### src/rtl/elevator_pkg.sv
// Shared definitions for the elevator controller and its request scheduler.
// Holds the travel-direction encoding, the default building size and the
// floor index type.
package elevator_pkg;

   localparam int unsigned DEF_FLOORS  = 8;
   localparam int unsigned DEF_FLOOR_W = 3;

   // Travel direction as driven by the control FSM; 2'b11 is treated as idle.
   localparam logic [1:0] DIR_IDLE = 2'b00;
   localparam logic [1:0] DIR_UP   = 2'b01;
   localparam logic [1:0] DIR_DOWN = 2'b10;

   typedef logic [DEF_FLOOR_W-1:0] floor_t;

endpackage

### src/rtl/floor_counter.sv
// Current-floor tracker.
// Counts rising edges of the FSM's count_up/count_down level strobes into a
// saturating floor index. Any attempt to move past the top or bottom floor,
// or simultaneous up and down rises, leaves the floor unchanged and sets a
// sticky error flag.
//
// Ports:
//   clk        system clock, rising edge
//   reset      asynchronous active-low reset
//   count_up   move-up strobe (level, counted on rise)
//   count_down move-down strobe (level, counted on rise)
//   floor      current floor index
//   err        sticky error, cleared only by reset
module floor_counter
   import elevator_pkg::*;
#(
   parameter int unsigned FLOORS  = DEF_FLOORS,
   parameter int unsigned FLOOR_W = DEF_FLOOR_W
) (
   input  logic               clk,
   input  logic               reset,
   input  logic               count_up,
   input  logic               count_down,
   output logic [FLOOR_W-1:0] floor,
   output logic               err
);

   localparam logic [FLOOR_W-1:0] TOP_FLOOR = FLOOR_W'(FLOORS - 1);

   logic               up_q;
   logic               down_q;
   logic               up_rise;
   logic               down_rise;
   logic [FLOOR_W-1:0] floor_q;
   logic [FLOOR_W-1:0] floor_d;
   logic               err_q;
   logic               err_d;

   assign up_rise   = count_up & ~up_q;
   assign down_rise = count_down & ~down_q;

   always_comb begin
      floor_d = floor_q;
      err_d   = err_q;
      if (up_rise && down_rise) begin
         // Contradictory move request: hold position, flag it.
         err_d = 1'b1;
      end else if (up_rise) begin
         if (floor_q == TOP_FLOOR) begin
            err_d = 1'b1;
         end else begin
            floor_d = floor_q + FLOOR_W'(1);
         end
      end else if (down_rise) begin
         if (floor_q == '0) begin
            err_d = 1'b1;
         end else begin
            floor_d = floor_q - FLOOR_W'(1);
         end
      end
   end

   always_ff @(posedge clk or negedge reset) begin
      if (!reset) begin
         up_q    <= 1'b0;
         down_q  <= 1'b0;
         floor_q <= '0;
         err_q   <= 1'b0;
      end else begin
         up_q    <= count_up;
         down_q  <= count_down;
         floor_q <= floor_d;
         err_q   <= err_d;
      end
   end

   assign floor = floor_q;
   assign err   = err_q;

endmodule

### src/rtl/request_scheduler.sv
// Request bookkeeping between the hall/cabin buttons and the elevator FSM.
// Latches cabin, hall-up and hall-down calls per floor, tracks the current
// floor, and decodes the pending requests into the direction/stop qualifiers
// the FSM consumes. Clear commands from the FSM act on the current floor only
// and take priority over a call arriving in the same cycle.
//
// Ports:
//   clk, reset       clock (rising edge), asynchronous active-low reset
//   call_in          cabin buttons, one per floor
//   call_up          hall up buttons (top bit ignored)
//   call_down        hall down buttons (bit 0 ignored)
//   dir              FSM travel direction (00 idle, 01 up, 10 down, 11 idle)
//   count_up/down    floor-move strobes, counted on their rising edge
//   clear_*          request-clear commands applied at the current floor
//   floor            current floor
//   req_current      a request is serviceable here
//   req_up_in/down_in   cabin request above / below
//   req_up_out/down_out hall request above / below
//   req_up_max       moving up and this is the topmost pending request
//   req_down_min     moving down and this is the bottommost pending request
//   any_req          anything pending anywhere
//   err              sticky floor-counter error
module request_scheduler
   import elevator_pkg::*;
#(
   parameter int unsigned FLOORS  = DEF_FLOORS,
   parameter int unsigned FLOOR_W = DEF_FLOOR_W
) (
   input  logic               clk,
   input  logic               reset,
   input  logic [FLOORS-1:0]  call_in,
   input  logic [FLOORS-1:0]  call_up,
   input  logic [FLOORS-1:0]  call_down,
   input  logic [1:0]         dir,
   input  logic               count_up,
   input  logic               count_down,
   input  logic               clear_stop,
   input  logic               clear_up,
   input  logic               clear_down,
   input  logic               clear_all_up,
   input  logic               clear_all_down,
   output logic [FLOOR_W-1:0] floor,
   output logic               req_current,
   output logic               req_up_in,
   output logic               req_down_in,
   output logic               req_up_out,
   output logic               req_down_out,
   output logic               req_up_max,
   output logic               req_down_min,
   output logic               any_req,
   output logic               err
);

   logic [FLOORS-1:0] pend_in_q;
   logic [FLOORS-1:0] pend_in_d;
   logic [FLOORS-1:0] pend_up_q;
   logic [FLOORS-1:0] pend_up_d;
   logic [FLOORS-1:0] pend_down_q;
   logic [FLOORS-1:0] pend_down_d;
   logic [FLOORS-1:0] clr_in;
   logic [FLOORS-1:0] clr_up;
   logic [FLOORS-1:0] clr_down;
   logic              clr_all_hit;
   logic              at_top;
   logic              at_bottom;

   floor_counter #(
      .FLOORS  (FLOORS),
      .FLOOR_W (FLOOR_W)
   ) u_floor_counter (
      .clk        (clk),
      .reset      (reset),
      .count_up   (count_up),
      .count_down (count_down),
      .floor      (floor),
      .err        (err)
   );

   assign at_top    = (floor == FLOOR_W'(FLOORS - 1));
   assign at_bottom = (floor == '0);

   // Stop-style clears wipe every request class at the current floor.
   assign clr_all_hit = clear_stop | clear_all_up | clear_all_down;

   always_comb begin
      clr_in   = '0;
      clr_up   = '0;
      clr_down = '0;
      for (int unsigned f = 0; f < FLOORS; f++) begin
         if (f == 32'(floor)) begin
            clr_in[f]   = clr_all_hit | clear_up | clear_down;
            clr_up[f]   = clr_all_hit | clear_up;
            clr_down[f] = clr_all_hit | clear_down;
         end
      end
   end

   always_comb begin
      pend_in_d   = (pend_in_q | call_in) & ~clr_in;
      pend_up_d   = (pend_up_q | call_up) & ~clr_up;
      pend_down_d = (pend_down_q | call_down) & ~clr_down;
      // No hall-up button on the top floor, no hall-down on the bottom.
      pend_up_d[FLOORS-1] = 1'b0;
      pend_down_d[0]      = 1'b0;
   end

   always_ff @(posedge clk or negedge reset) begin
      if (!reset) begin
         pend_in_q   <= '0;
         pend_up_q   <= '0;
         pend_down_q <= '0;
      end else begin
         pend_in_q   <= pend_in_d;
         pend_up_q   <= pend_up_d;
         pend_down_q <= pend_down_d;
      end
   end

   logic here_in;
   logic here_up;
   logic here_down;
   logic above_any;
   logic below_any;
   logic dir_up;
   logic dir_down;

   assign dir_up   = (dir == DIR_UP);
   assign dir_down = (dir == DIR_DOWN);

   always_comb begin
      here_in      = 1'b0;
      here_up      = 1'b0;
      here_down    = 1'b0;
      above_any    = 1'b0;
      below_any    = 1'b0;
      req_up_in    = 1'b0;
      req_down_in  = 1'b0;
      req_up_out   = 1'b0;
      req_down_out = 1'b0;
      any_req      = 1'b0;
      for (int unsigned f = 0; f < FLOORS; f++) begin
         any_req = any_req | pend_in_q[f] | pend_up_q[f] | pend_down_q[f];
         if (f == 32'(floor)) begin
            here_in   = pend_in_q[f];
            here_up   = pend_up_q[f];
            here_down = pend_down_q[f];
         end else if (f > 32'(floor)) begin
            req_up_in  = req_up_in | pend_in_q[f];
            req_up_out = req_up_out | pend_up_q[f] | pend_down_q[f];
            above_any  = above_any | pend_in_q[f] | pend_up_q[f] | pend_down_q[f];
         end else begin
            req_down_in  = req_down_in | pend_in_q[f];
            req_down_out = req_down_out | pend_up_q[f] | pend_down_q[f];
            below_any    = below_any | pend_in_q[f] | pend_up_q[f] | pend_down_q[f];
         end
      end
   end

   // At the end floors a hall call in the "wrong" direction is still served,
   // since the car has to turn around there anyway.
   assign req_current = here_in
                      | (here_up & (~dir_down | at_bottom))
                      | (here_down & (~dir_up | at_top));

   assign req_up_max   = dir_up & (here_in | here_up | here_down) & ~above_any;
   assign req_down_min = dir_down & (here_in | here_up | here_down) & ~below_any;

endmodule

### config.mk
export PLATFORM = sky130hd
export DESIGN_NAME = request_scheduler
export DESIGN_NICKNAME = d
export VERILOG_FILES = /design/src/rtl/elevator_pkg.sv /design/src/rtl/floor_counter.sv /design/src/rtl/request_scheduler.sv
export SDC_FILE = /design/constraint.sdc
export NUM_CORES = 1
export LEC_CHECK = 0
export CORE_AREA = 2 2 60 68
export DETAILED_ROUTE_END_ITERATION = 10
export DIE_AREA = 0 0 62 70
export PLACE_DENSITY = 0.88
export SYNTH_ARGS = -nofsm -noshare
export SYNTH_HDL_FRONTEND = slang
export SYNTH_SLANG_ARGS = --single-unit
### constraint.sdc
create_clock -name clk -period 4.7 [get_ports clk]
set_input_delay 0.47 -clock clk [delete_from_list [all_inputs] [get_ports clk]]
set_output_delay 0.47 -clock clk [all_outputs]
set_load 0.1 [all_outputs]
---- Word-level counts from Yosys, hierarchy flattened ----
Cells that the tools add are included.
word-level totals
  input port bits ......................... 35
  register bits after elaboration ......... 28
  word-level logic and storage cells ...... 311
  output and inout bits ................... 12
operators by class
  magnitude comparators ................... 7
  bitwise logic cells ..................... 133
  add/sub/neg operators ................... 2
  muxes and demuxes ....................... 142
  equal/unequal tests ..................... 13
  reduce and logical (&&, ||, !) cells .... 7
operators with widths
  kind                                                          number
  2-to-1 mux 1 bit                                              138
  bitwise OR 1 bit                                              109
  AND 8 bit                                                     2
  inverter 8 bit                                                2
  bitwise OR 8 bit                                              2
  equality test 3 bit, first input constant                     4
  greater-than comparator 3 bit, first input constant           4
  2-to-1 mux 3 bit                                              4
  AND 1 bit                                                     8
  AND 7 bit                                                     1
  inverter 1 bit                                                7
  inverter 7 bit                                                1
  bitwise OR 7 bit                                              1
  equality test 2 x 3 -> 1 bit, first input constant            2
  greater-than comparator 2 x 3 -> 1 bit, first input constant  2
  nonzero test 3 bit                                            2
  AND reduction 4 bit                                           1
  adder 3 x 1 -> 3 bit, second input constant                   1
  equality test 1 x 3 -> 1 bit, first input constant            1
  equality test 3 bit, second input constant                    1
  greater-than comparator 1 x 3 -> 1 bit, first input constant  1
  logical NOT 3 bit                                             1
  inequality test 3 bit, second input constant                  1
  AND reduction 3 bit                                           1
  7 further kinds                                               7

---- Depth between registers and ports, before layout ----
Gate-level depths: netlist of the first run.
  word-level depth ........................ 38
  mapped depth ............................ 10
  gate-level depth less buffers ........... 8

---- Modules after synthesis ----
Synthesis of the first run repeated with hierarchy kept, for this count alone.
unflattened totals
  cells, all modules ...................... 229
  area, all modules ....................... 1991.9 µm²
modules (own cells, without submodules)
  module             area each (µm²)  instances  sequential area each (µm²)  cells an instance
  request_scheduler  1600.3           1          550.5                       187
  floor_counter      391.6            1          150.1                       42

---- Worst setup path before layout of the first run ----
No wires, ideal clock.
  path kind ............................... flip-flop to output port
  from .................................... register u_floor_counter.floor_q[1] (netlist: u_floor_counter.floor[1])
  to ...................................... output req_up_max
  stages on the path, launching flop included .. 10
  path buffers ............................ 1
  required time ........................... 4.230 ns
  slack ................................... -0.221 ns
  arrival time ............................ 4.451 ns
  cell sequence ........................... dfrtp_1 buf_6 inv_1 ha_1 and3b_1 o221ai_1 a221oi_1 a311oi_1 nor3b_2 nor3_1
on the way
  word-level cells in the longest chain between the ends .. 34
  elaborated cells between the ends (all ways) .. 74
  those cells by class .................... 7 x order compare; 7 x eq/ne; 37 x mux; 22 x bitwise; 1 x reduce/logical
ends and longest elaborated chain
  item                                    line                      source
  from (decl)                             floor_counter.sv:34       logic [FLOOR_W-1:0] floor_q;
  from (signal assigned)                  floor_counter.sv:72       floor_q <= floor_d;
  greater-than comparator 1 x 3 -> 1 bit  request_scheduler.sv:147  end else if (f > 32'(floor)) begin
  2-to-1 mux 1 bit                        request_scheduler.sv:147
  2-to-1 mux 1 bit                        request_scheduler.sv:143  if (f == 32'(floor)) begin
  bitwise OR 1 bit (3 in a row)           request_scheduler.sv:150  above_any = above_any | pend_in_q[f] | pend_up_q[f] | pend_down_q[f];
  2-to-1 mux 1 bit                        request_scheduler.sv:147
  2-to-1 mux 1 bit                        request_scheduler.sv:143
  bitwise OR 1 bit (3 in a row)           request_scheduler.sv:150
  2-to-1 mux 1 bit                        request_scheduler.sv:147
  (+11 left out)                          -
  bitwise OR 1 bit (3 in a row)           request_scheduler.sv:150
  2-to-1 mux 1 bit                        request_scheduler.sv:147
  2-to-1 mux 1 bit                        request_scheduler.sv:143
  bitwise OR 1 bit (2 in a row)           request_scheduler.sv:150
  2-to-1 mux 1 bit                        request_scheduler.sv:147
  2-to-1 mux 1 bit                        request_scheduler.sv:143
  inverter 1 bit                          request_scheduler.sv:165  assign req_up_max = dir_up & (here_in | here_up | here_down) & ~above_any;
  AND 1 bit *                             request_scheduler.sv:165
  to (decl)                               request_scheduler.sv:48   output logic req_up_max,
Every way passes the cells marked *; elsewhere a longest branch is shown, timed or not.

---- Worst setup path in the final report of the first run ----
  from .................................... register u_floor_counter.floor_q[0] (netlist: u_floor_counter.floor[0])
  to ...................................... output req_down_min
on the way
  word-level cells in the longest chain between the ends .. 38
  elaborated cells between the ends (all ways) .. 78
  those cells by class .................... 7 x order compare; 7 x eq/ne; 38 x mux; 25 x bitwise; 1 x reduce/logical
ends and longest elaborated chain
  item                           line                      source
  logical NOT 3 bit              request_scheduler.sv:143
  2-to-1 mux 1 bit               request_scheduler.sv:143
  bitwise OR 1 bit (3 in a row)  request_scheduler.sv:154  below_any = below_any | pend_in_q[f] | pend_up_q[f] | pend_down_q[f];
  2-to-1 mux 1 bit               request_scheduler.sv:147
  2-to-1 mux 1 bit               request_scheduler.sv:143
  bitwise OR 1 bit (3 in a row)  request_scheduler.sv:154
  2-to-1 mux 1 bit               request_scheduler.sv:147
  2-to-1 mux 1 bit               request_scheduler.sv:143
  (+15 left out)                 -
  bitwise OR 1 bit (3 in a row)  request_scheduler.sv:154
  2-to-1 mux 1 bit               request_scheduler.sv:147
  2-to-1 mux 1 bit               request_scheduler.sv:143
  bitwise OR 1 bit (2 in a row)  request_scheduler.sv:154
  2-to-1 mux 1 bit               request_scheduler.sv:147
  2-to-1 mux 1 bit               request_scheduler.sv:143
  inverter 1 bit                 request_scheduler.sv:166  assign req_down_min = dir_down & (here_in | here_up | here_down) & ~below_any;
  AND 1 bit *                    request_scheduler.sv:166
  to (decl)                      request_scheduler.sv:49   output logic req_down_min,
Marked as above.

==> flow_metrics.py, run 1 <==
metrics = {
    "synthesis": {
        "synth_top_family_by_area": "compound AO/OA/AOI/OAI gates",
        "ys_ff_latch": 28,
        "synth_fa_ha_area_share_pct": 5.31,
        "synthXorXnorAreaFrac_pct": 0.928,
        "syn-cell-area_um2": 1890,
        "synth_compound_area_share_pct": 31.5,
        "syn-instance-count": 210,
        "synth.mux.area_fraction_pct": 0,
        "avgSynthCellArea_um2": 8.98,
        "yosysTopAreaCell": "dfrtp_1",
        "netlist.area_leader.share_pct": 37.1,
        "async_reset_ff_share_pct": 100,
        "yosysUniqueCellTypes": 51,
        "syn_nets": 253,
        "synth_warnings": 0,
        "synthTopCellsByArea": "dfrtp_1 37%, o22a_1 8.8%, ha_1 5.3%, nor2_1 4.4%, o21ai_0 4.2%",
        "synthFlopType": "dfrtp_1",
        "ys_seq_area_share_pct": 37.1,
        "synth_edf_count": 0,
        "yosys.area_share.simple_pct": 20.7,
    },
    "power_and_ir_drop": {
        "power.leakage_uw": 0.000911,
        "switchingPower_uw": 905,
        "vdd_drop_max_uv": 926,
        "p_int_uw": 771,
        "pwr-share-comb_pct": 62.1,
        "power_frac_clock_pct": 8.9,
        "swShare_pct": 54.0,
        "pwr-share-seq_pct": 29.0,
        "p_per_area_nw_per_um2": 697,
    },
    "cts": {
        "cts_tree": "done",
        "cts-buffers-inserted": 3,
        "clock_latency_ns": 0.27,
        "clockBufferDepth": 2,
        "clockRootBuffer": "clkbuf_8",
        "htreeDepth": 1,
        "cts_setup_buffers": 0,
        "clk_pin_slew_worst_paths_ns": 0.09,
        "clock_sinks": 28,
        "post_cts_resized": 0,
        "ctsHoldBuffers": 0,
    },
    "global_route": {
        "grt_max_degree": 29,
        "grt_pass1_wl_um": 8610,
        "grt_usage_pct": 26.1,
        "antenna_found_initial": 0,
        "grt_pass1_vias": 1808,
        "overflow": 0,
    },
    "outcome": {
        "status": "finished clean",
    },
    "routing": {
        "drc": 0,
        "dr_wl_met3_um": 359,
        "routed.top_layer": "met4",
        "met1_length_um": 2300,
        "dr_wl_met2_um": 2530,
        "routedWlPerCell_um": 17.4,
        "wl_um": 5330,
        "avgViaCountPerCell": 6.20,
        "vias": 1898,
        "ant_nets": 0,
        "drt_iter0_markers": 141,
        "dr.pass1.iters": 4,
    },
    "timing": {
        "fmaxAchievable_mhz": 269,
        "rsz0062_at_grt": "no",
        "worst-slew-pin-transition_ns": 1.01,
        "fin_setup_tns_ns": 0,
        "finalHoldViolCount": 0,
        "setup_viol": 0,
        "post-route-period-util_pct": 79.1,
        "min_period_ns": 3.72,
        "final-max-slew-violation-count": 0,
        "skew_ns": 0.00140,
        "slew_headroom_pct": 32.3,
    },
    "die": {
        "pin_count": 47,
        "start_util_pct": 50.3,
        "coreArea_um2": 3750,
        "die_area_um2": 4340,
        "rows": 24,
        "fp.dieW_um": 62,
        "die_h_um": 70,
    },
    "job": {
        "drv_cap": 0,
    },
    "final_layout": {
        "finish.utilization_pct": 64.0,
        "syn2layout_area_growth_pct": 27.4,
        "antenna_cells": 0,
        "post_route_cells_drive_above_1_share_pct": 8.27,
        "fin_cells": 306,
        "nets": 298,
    },
    "placed_design": {
        "dp_cells": 302,
        "port_buffers": 44,
        "globalplace.congestion": 0.958,
        "dp_hpwl_um": 3930,
    },
    "min_path": {
        "hold_path_class": "reg -> reg",
    },
    "critical_path": {
        "setup.worst_path.class": "reg -> out",
        "crit_required_ns": 4.23,
        "cp_max_fo": 14,
        "crit_path_start_kind": "flop",
        "worstSetupEndpointType": "output port",
        "crit_arrival_ns": 3.25,
    },
}
## cell families after synthesis
group,after synthesis
AOI/OAI and AO/OA,82
xor gates and xnor gates,2
adders and majority gates,8
buffers and inverters,15
DFF,28
and+or+nand+nor,75
## synthesized netlist by cell type (3+ instances only)
cell / instances
a21oi_1: 13
buf_6: 3
dfrtp_1: 28
ha_1: 8
inv_1: 8
nand2_1: 20
nand2b_1: 7
nor2_1: 22
nor2b_1: 3
nor3_1: 4
nor4_1: 4
o21ai_0: 16
o221ai_1: 4
o22a_1: 19
o31ai_1: 3
or3_1: 3
## per-layer routing
layer	vias up	track usage (%)
li1	881	-
met1	910	37.5
met2	92	38.0
met3	15	5.19
met4	0	10.2
met5	-	0
## path summary, 6_finish.rpt
kind	start	end	slack, ns	depth (start not counted)
max	u_floor_counter.floor[0]	req_down_min	0.98	9
min	u_floor_counter.err	u_floor_counter.err	0.53	1
max reg2reg	u_floor_counter.floor[1]	u_floor_counter.floor[2]	2.41	8
min reg2reg	u_floor_counter.err	u_floor_counter.err	0.53	1
max in group asynchronous	reset	pend_up_q[4]	3.87	2
min in group asynchronous	reset	pend_in_q[1]	0.57	2
## placed cells by master, fill, tap and decap left out, types with 2 or more instances in the layout
cell / netlist / routed
clkdlybuf4s50_1: 0 / 37
dfrtp_1: 28 / 28
nor2_1: 22 / 22
nand2_1: 20 / 20
o22a_1: 19 / 19
o21ai_0: 16 / 15
a21oi_1: 13 / 13
buf_4: 1 / 10
inv_1: 8 / 8
ha_1: 8 / 8
nand2b_1: 7 / 7
nor4_1: 4 / 4
o221ai_1: 4 / 4
clkbuf_8: 0 / 4
nor2b_1: 3 / 3
or3_1: 3 / 3
nor3_1: 4 / 3
o21ai_1: 2 / 3
o31ai_1: 3 / 3
or4_1: 2 / 2
o32a_1: 2 / 2
o21a_1: 2 / 2
a21o_1: 2 / 2
a221oi_1: 2 / 2
a22oi_1: 2 / 2
a21boi_0: 2 / 2
xnor2_1: 2 / 2
## power by group through the flow
stage	clock network (µW)	registers [µW]	logic, µW
floorplan	0	514	751
global placement	0	481	1000
detailed placement	0	484	1020
CTS	153	478	1020
global route	160	498	1110
finish	149	485	1040
## metrics by stage
step	setup slack, ns	area, µm²	total power (µW)	hold WS [ns]
floorplan	0.0919	1890	1260	0.174
global placement	1.41	2350	1480	0.472
detailed placement	1.33	2350	1500	0.497
CTS	1.02	2400	1650	0.524
global route	0.791	2400	1770	0.557
finish	0.981	2400	1680	0.532
## layout make-up
type | instances | area [µm²]
clock buffer | 4 | 55.1
fill | 347 | 1350
inverter | 8 | 30.0
multi-input combinational | 167 | 1110
sequential | 28 | 701
tap | 52 | 65.1
timing repair buffer | 47 | 445
## critical path, stage by stage, from the launching register on
cell      delay [ns]
dfrtp_1         0.71
inv_1           0.21
ha_1            0.44
inv_1           0.19
o221ai_1        0.12
a221oi_1        0.34
a311oi_1        0.10
nor3b_2         0.22
nor4_2          0.30
buf_4           0.33
## flip-flops by register name (all words and copies together) (netlist names)
signal                  flops
u_floor_counter.err         1
u_floor_counter.down_q      1
u_floor_counter.floor       3
pend_up_q                   7
pend_down_q                 7
u_floor_counter.up_q        1
pend_in_q                   8
Power figures use the tool's default switching activity.
==> run 2, diff against run 1 <==
--- a/config.mk
+++ b/config.mk
@@ -5,10 +5,10 @@
 export SDC_FILE = /design/constraint.sdc
 export NUM_CORES = 1
 export LEC_CHECK = 0
-export CORE_AREA = 2 2 60 68
+export CORE_AREA = 2 2 63 71
 export DETAILED_ROUTE_END_ITERATION = 10
-export DIE_AREA = 0 0 62 70
-export PLACE_DENSITY = 0.88
+export DIE_AREA = 0 0 65 73
+export PLACE_DENSITY = 0.82
 export SYNTH_ARGS = -nofsm -noshare
 export SYNTH_HDL_FRONTEND = slang
 export SYNTH_SLANG_ARGS = --single-unit
==> constraint.sdc (replaced) <==
create_clock -name clk -period 3.52 [get_ports clk]
set_input_delay 0.352 -clock clk [delete_from_list [all_inputs] [get_ports clk]]
set_output_delay 0.352 -clock clk [all_outputs]
set_load 0.1 [all_outputs]
==> flow_metrics.py, run 2 (synthesized netlist as in run 1, its figures left out) <==
metrics = {
    "timing": {
        "final-max-slew-violation-count": 0,
        "finalHoldViolCount": 0,
        "hold_ws_ns": 0.444,
        "setup_viol": 0,
        "fin_setup_tns_ns": 0,
        "min_period_ns": 3.34,
        "fmaxAchievable_mhz": 299,
        "post-route-period-util_pct": 94.9,
        "skew_ns": 0.00774,
        "slew_headroom_pct": 26.5,
        "worst-slew-pin-transition_ns": 1.09,
    },
    "critical_path": {
        "crit_arrival_ns": 2.99,
        "max_stage_delay_ns": 0.59,
        "cp_slowest_cell": "dfrtp_4",
        "path_cells": "inv_1 > ha_1 > a21oi_1 > o21ai_0 > a222oi_1 > o32ai_1 > nor3b_4 > nor4_4 > buf_12",
        "path_delay_family": "compound AO/OA/AOI/OAI gates",
        "setup.worst_path.class": "reg -> out",
        "worstSetupEndpointType": "output port",
        "crit_required_ns": 3.17,
        "cp_max_fo": 14,
        "cp.buffers_inverters": 2,
        "crit_path_start_kind": "flop",
    },
    "global_route": {
        "overflow": 0,
        "grt_max_degree": 29,
        "grt_usage_pct": 24.3,
        "antenna_found_initial": 0,
        "grt_pass1_wl_um": 8930,
        "grt_pass1_vias": 1896,
    },
    "routing": {
        "ant_nets": 0,
        "drt_iter0_markers": 163,
        "avgViaCountPerCell": 6.34,
        "routedWlPerCell_um": 17.6,
        "drc": 0,
        "wl_um": 5430,
        "dr.pass1.iters": 5,
        "vias": 1954,
    },
    "cts": {
        "clockBufferDepth": 2,
        "clock_latency_ns": 0.28,
        "ctsHoldBuffers": 0,
        "cts-buffers-inserted": 3,
        "clk_pin_slew_worst_paths_ns": 0.10,
        "cts_tree": "done",
        "clockRootBuffer": "clkbuf_8",
        "htreeDepth": 1,
        "clock_sinks": 28,
        "cts_setup_buffers": 0,
    },
    "power_and_ir_drop": {
        "p_per_area_nw_per_um2": 963,
        "power_uw": 2400,
        "power.leakage_uw": 0.000929,
        "vdd_drop_max_uv": 751,
    },
    "outcome": {
        "status": "finished clean",
    },
    "job": {
        "drv_cap": 0,
    },
    "final_layout": {
        "reg_top3": "pend_in_q (8), pend_down_q (7), pend_up_q (7)",
        "largest-register": "pend_in_q",
        "syn2layout_area_growth_pct": 32.3,
        "mostFrequentLayoutCells": "35 x clkdlybuf4s50_1, 26 x dfrtp_1, 22 x nor2_1",
        "finish.utilization_pct": 60.9,
        "antenna_cells": 0,
        "largest_reg_flops": 8,
        "nets": 298,
        "post_route_cells_drive_above_1_share_pct": 11.0,
        "finalInstanceArea_um2": 2500,
        "final_common_cell": "clkdlybuf4s50_1",
    },
    "die": {
        "die_area_um2": 4750,
        "start_util_pct": 46.0,
        "rows": 25,
        "pin_count": 47,
        "die_h_um": 73,
        "fp.dieW_um": 65,
        "coreArea_um2": 4100,
    },
    "placed_design": {
        "port_buffers": 44,
        "globalplace.congestion": 0.956,
        "placed_area_um2": 2410,
        "dp_hpwl_um": 4070,
    },
    "min_path": {
        "hold_path_class": "in -> async",
    },
}
-- run 2: cell types whose count changed in the layout (fill, tap and decap cells not counted), sizes merged --
cell,delta
clkdlybuf4s50,-2
buf,+2
-- run 2: routing by layer --
layer	vias up	track usage (%)	wire length, µm
met5	-	0	0
met4	0	13.9	240
met3	24	2.78	429
met2	110	39.2	2620
met1	934	31.7	2140
li1	886	-	-
-- run 2: timing repair --
action                                 CTS  global route
resized for setup                        0             4
setup endpoints to repair                0             2
endpoints found under the hold margin    0             0
-- run 2: path summary, 6_finish.rpt --
check / start / endpoint / slack (ns) / cells after the start
max: u_floor_counter.floor[1] / req_down_min / 0.18 / 9
min in group clk: u_floor_counter.err / u_floor_counter.err / 0.53 / 1
min: reset / pend_down_q[7] / 0.44 / 2
max reg2reg: u_floor_counter.floor[1] / u_floor_counter.floor[2] / 1.41 / 8
min reg2reg: u_floor_counter.err / u_floor_counter.err / 0.53 / 1
max in group asynchronous: reset / u_floor_counter.floor[0] / 2.76 / 2
-- run 2: final cells by class --
type | count | area [µm²]
repair buffers | 47 | 478
well taps | 54 | 67.6
inverters | 8 | 30.0
multi-input cells | 167 | 1160
fillers | 345 | 1600
flip-flops and latches | 28 | 708
clock buffers | 4 | 55.1
-- run 2: report_power, final --
| group | internal [µW] | leakage (µW) | switching (µW) |
|---|---|---|---|
| clock network | 100 | 0.0000288 | 106 |
| registers | 451 | 0.000285 | 233 |
| logic | 577 | 0.000615 | 935 |
| total | 1130 | 0.000929 | 1270 |
-- run 2: stage by stage --
stage,worst slack (ns),std cells
after global routing,-0.0188,308
after CTS,0.133,308
after global placement,0.482,304
after detailed placement,0.450,304
final,0.180,308
after floorplan,0.0260,210
==> run 3, diff against run 2 <==
--- a/config.mk
+++ b/config.mk
@@ -5,10 +5,10 @@
 export SDC_FILE = /design/constraint.sdc
 export NUM_CORES = 1
 export LEC_CHECK = 0
-export CORE_AREA = 2 2 63 71
+export CORE_AREA = 2 2 69 78
 export DETAILED_ROUTE_END_ITERATION = 10
-export DIE_AREA = 0 0 65 73
-export PLACE_DENSITY = 0.82
+export DIE_AREA = 0 0 71 80
+export PLACE_DENSITY = 0.7
 export SYNTH_ARGS = -nofsm -noshare
 export SYNTH_HDL_FRONTEND = slang
 export SYNTH_SLANG_ARGS = --single-unit
==> flow_metrics.py, run 3 (synthesized netlist as in run 1, its figures left out) <==
metrics = {
    "final_layout": {
        "final_common_cell": "clkdlybuf4s50_1",
        "post_route_cells_drive_above_1_share_pct": 11.0,
        "largest_reg_flops": 8,
        "largest-register": "pend_in_q",
        "reg_top3": "pend_in_q (8), pend_down_q (7), pend_up_q (7)",
        "nets": 299,
        "num-fill-cells": 463,
        "finalInstanceArea_um2": 2480,
        "multi_input_comb_area_um2": 1140,
        "regArea_um2": 708,
        "antenna_cells": 0,
        "syn2layout_area_growth_pct": 31.4,
        "mostFrequentLayoutCells": "35 x clkdlybuf4s50_1, 26 x dfrtp_1, 22 x nor2_1",
    },
    "power_and_ir_drop": {
        "power_frac_clock_pct": 7.7,
        "pwr-share-comb_pct": 63.6,
        "switchingPower_uw": 1260,
        "p_per_area_nw_per_um2": 954,
        "swShare_pct": 53.4,
        "power_uw": 2360,
        "p_int_uw": 1100,
        "power.leakage_uw": 0.000924,
        "pwr-share-seq_pct": 28.7,
        "vdd_drop_max_uv": 527,
    },
    "die": {
        "fp.dieW_um": 71,
        "rows": 27,
        "coreArea_um2": 4900,
        "die_h_um": 80,
        "pin_count": 47,
        "die_area_um2": 5680,
        "start_util_pct": 38.5,
    },
    "routing": {
        "ant_nets": 0,
        "avgViaCountPerCell": 6.04,
        "wl_um": 5380,
        "dr.pass1.iters": 5,
        "drt_iter0_markers": 157,
        "vias": 1892,
        "routedWlPerCell_um": 17.2,
        "drc": 0,
    },
    "placed_design": {
        "dp_hpwl_um": 4100,
        "globalplace.congestion": 0.987,
        "placed_area_um2": 2420,
        "port_buffers": 44,
    },
    "cts": {
        "cts_tree": "done",
        "clockRootBuffer": "clkbuf_8",
        "htreeDepth": 1,
        "clock_latency_ns": 0.28,
        "cts_setup_buffers": 0,
        "clockBufferDepth": 2,
        "clock_sinks": 28,
        "clk_pin_slew_worst_paths_ns": 0.10,
        "cts-buffers-inserted": 3,
    },
    "global_route": {
        "overflow": 0,
        "grt_pass1_vias": 1849,
        "grt_usage_pct": 19.8,
        "grt_max_degree": 29,
        "antenna_found_initial": 0,
        "grt_pass1_wl_um": 8850,
    },
    "critical_path": {
        "crit_path_start_kind": "flop",
        "path_delay_family": "compound AO/OA/AOI/OAI gates",
        "cp_slowest_cell": "o32ai_1",
        "cp.buffers_inverters": 2,
        "max_stage_delay_ns": 0.61,
        "cp_max_fo": 14,
        "setup.worst_path.class": "reg -> out",
        "crit_required_ns": 3.17,
        "worstSetupEndpointType": "output port",
        "path_cells": "inv_1 > ha_2 > nand2_1 > o21ai_0 > a222oi_1 > o32ai_1 > nor3b_4 > nor4_4 > buf_12",
        "crit_arrival_ns": 3.01,
    },
    "timing": {
        "fmaxAchievable_mhz": 297,
        "fin_setup_tns_ns": 0,
        "post-route-period-util_pct": 95.5,
        "worst-slew-pin-transition_ns": 0.971,
        "skew_ns": 0.00379,
        "rsz0062_at_grt": "no",
        "min_period_ns": 3.36,
        "slew_headroom_pct": 35.1,
        "final-max-slew-violation-count": 0,
        "finalHoldViolCount": 0,
        "setup_viol": 0,
    },
    "job": {
        "drv_cap": 0,
    },
    "outcome": {
        "status": "finished clean",
    },
    "min_path": {
        "hold_path_class": "in -> async",
    },
}
-- run 3: cell types whose count changed in the layout (fill, tap and decap cells not counted) --
cell and change:
ha_4 -2, clkbuf_1 +1, buf_4 +1, ha_2 +2, clkbuf_8 -1
-- run 3: area by class of cell --
cell class	instances	share of cell area, %
clock buffer	4	1.82
inverter	8	1.21
multi-input combinational	167	45.9
sequential	28	28.6
tap	58	2.93
timing repair buffer	48	19.6
-- run 3: worst reg2reg max path: cells and delay by family (launching register included) --
| family | cells | cell delay, ns |
|---|---|---|
| DFF | 1 | 0.58 |
| and+or+nand+nor | 4 | 0.67 |
| buffers and inverters | 1 | 0.20 |
| AOI/OAI and AO/OA | 2 | 0.25 |
| adders and majority gates | 1 | 0.33 |
-- run 3: stage by stage --
step	util, %	hold WS (ns)	setup WS, ns	cells
6_report	50.6	0.438	0.157	313
4_1_cts	50.4	0.443	0.0384	313
5_1_grt	50.6	0.486	0.0522	313
2_1_floorplan	-	0.0564	0.0260	210
3_5_place_dp	49.5	0.471	0.381	309
3_3_place_gp	49.5	0.464	0.432	309
-- run 3: timing repair --
action	CTS	global route
setup endpoints to repair	0	2
hold buffers	0	0
resized for setup	0	2
-- run 3: per-layer routing --
layer | vias to the layer above | wire, µm | GRT usage (%)
met2 | 86 | 2490 | 32.8
met3 | 13 | 374 | 2.02
met1 | 909 | 2380 | 26.3
met4 | 0 | 135 | 8.11
li1 | 884 | - | -
met5 | - | 0 | 0
-- run 3: worst paths after layout --
path / depth (start not counted) / endpoint / slack [ns] / from
setup / recovery: 9 / req_down_min / 0.16 / u_floor_counter.floor[1]
hold / removal: 2 / u_floor_counter.err / 0.44 / reset
setup reg to reg: 8 / u_floor_counter.floor[2] / 1.39 / u_floor_counter.floor[1]
hold reg to reg: 1 / u_floor_counter.err / 0.48 / u_floor_counter.err
max in group asynchronous: 2 / u_floor_counter.floor[1] / 2.79 / reset
min in group clk: 1 / u_floor_counter.err / 0.48 / u_floor_counter.err
-- run 3: power groups by stage --
stage,Sequential [µW],Clock [µW],Combinational (µW)
final,678,183,1500
after global routing,699,199,1610
after CTS,671,190,1460
after detailed placement,676,0,1450
after global placement,676,0,1440
after floorplan,695,0,1040
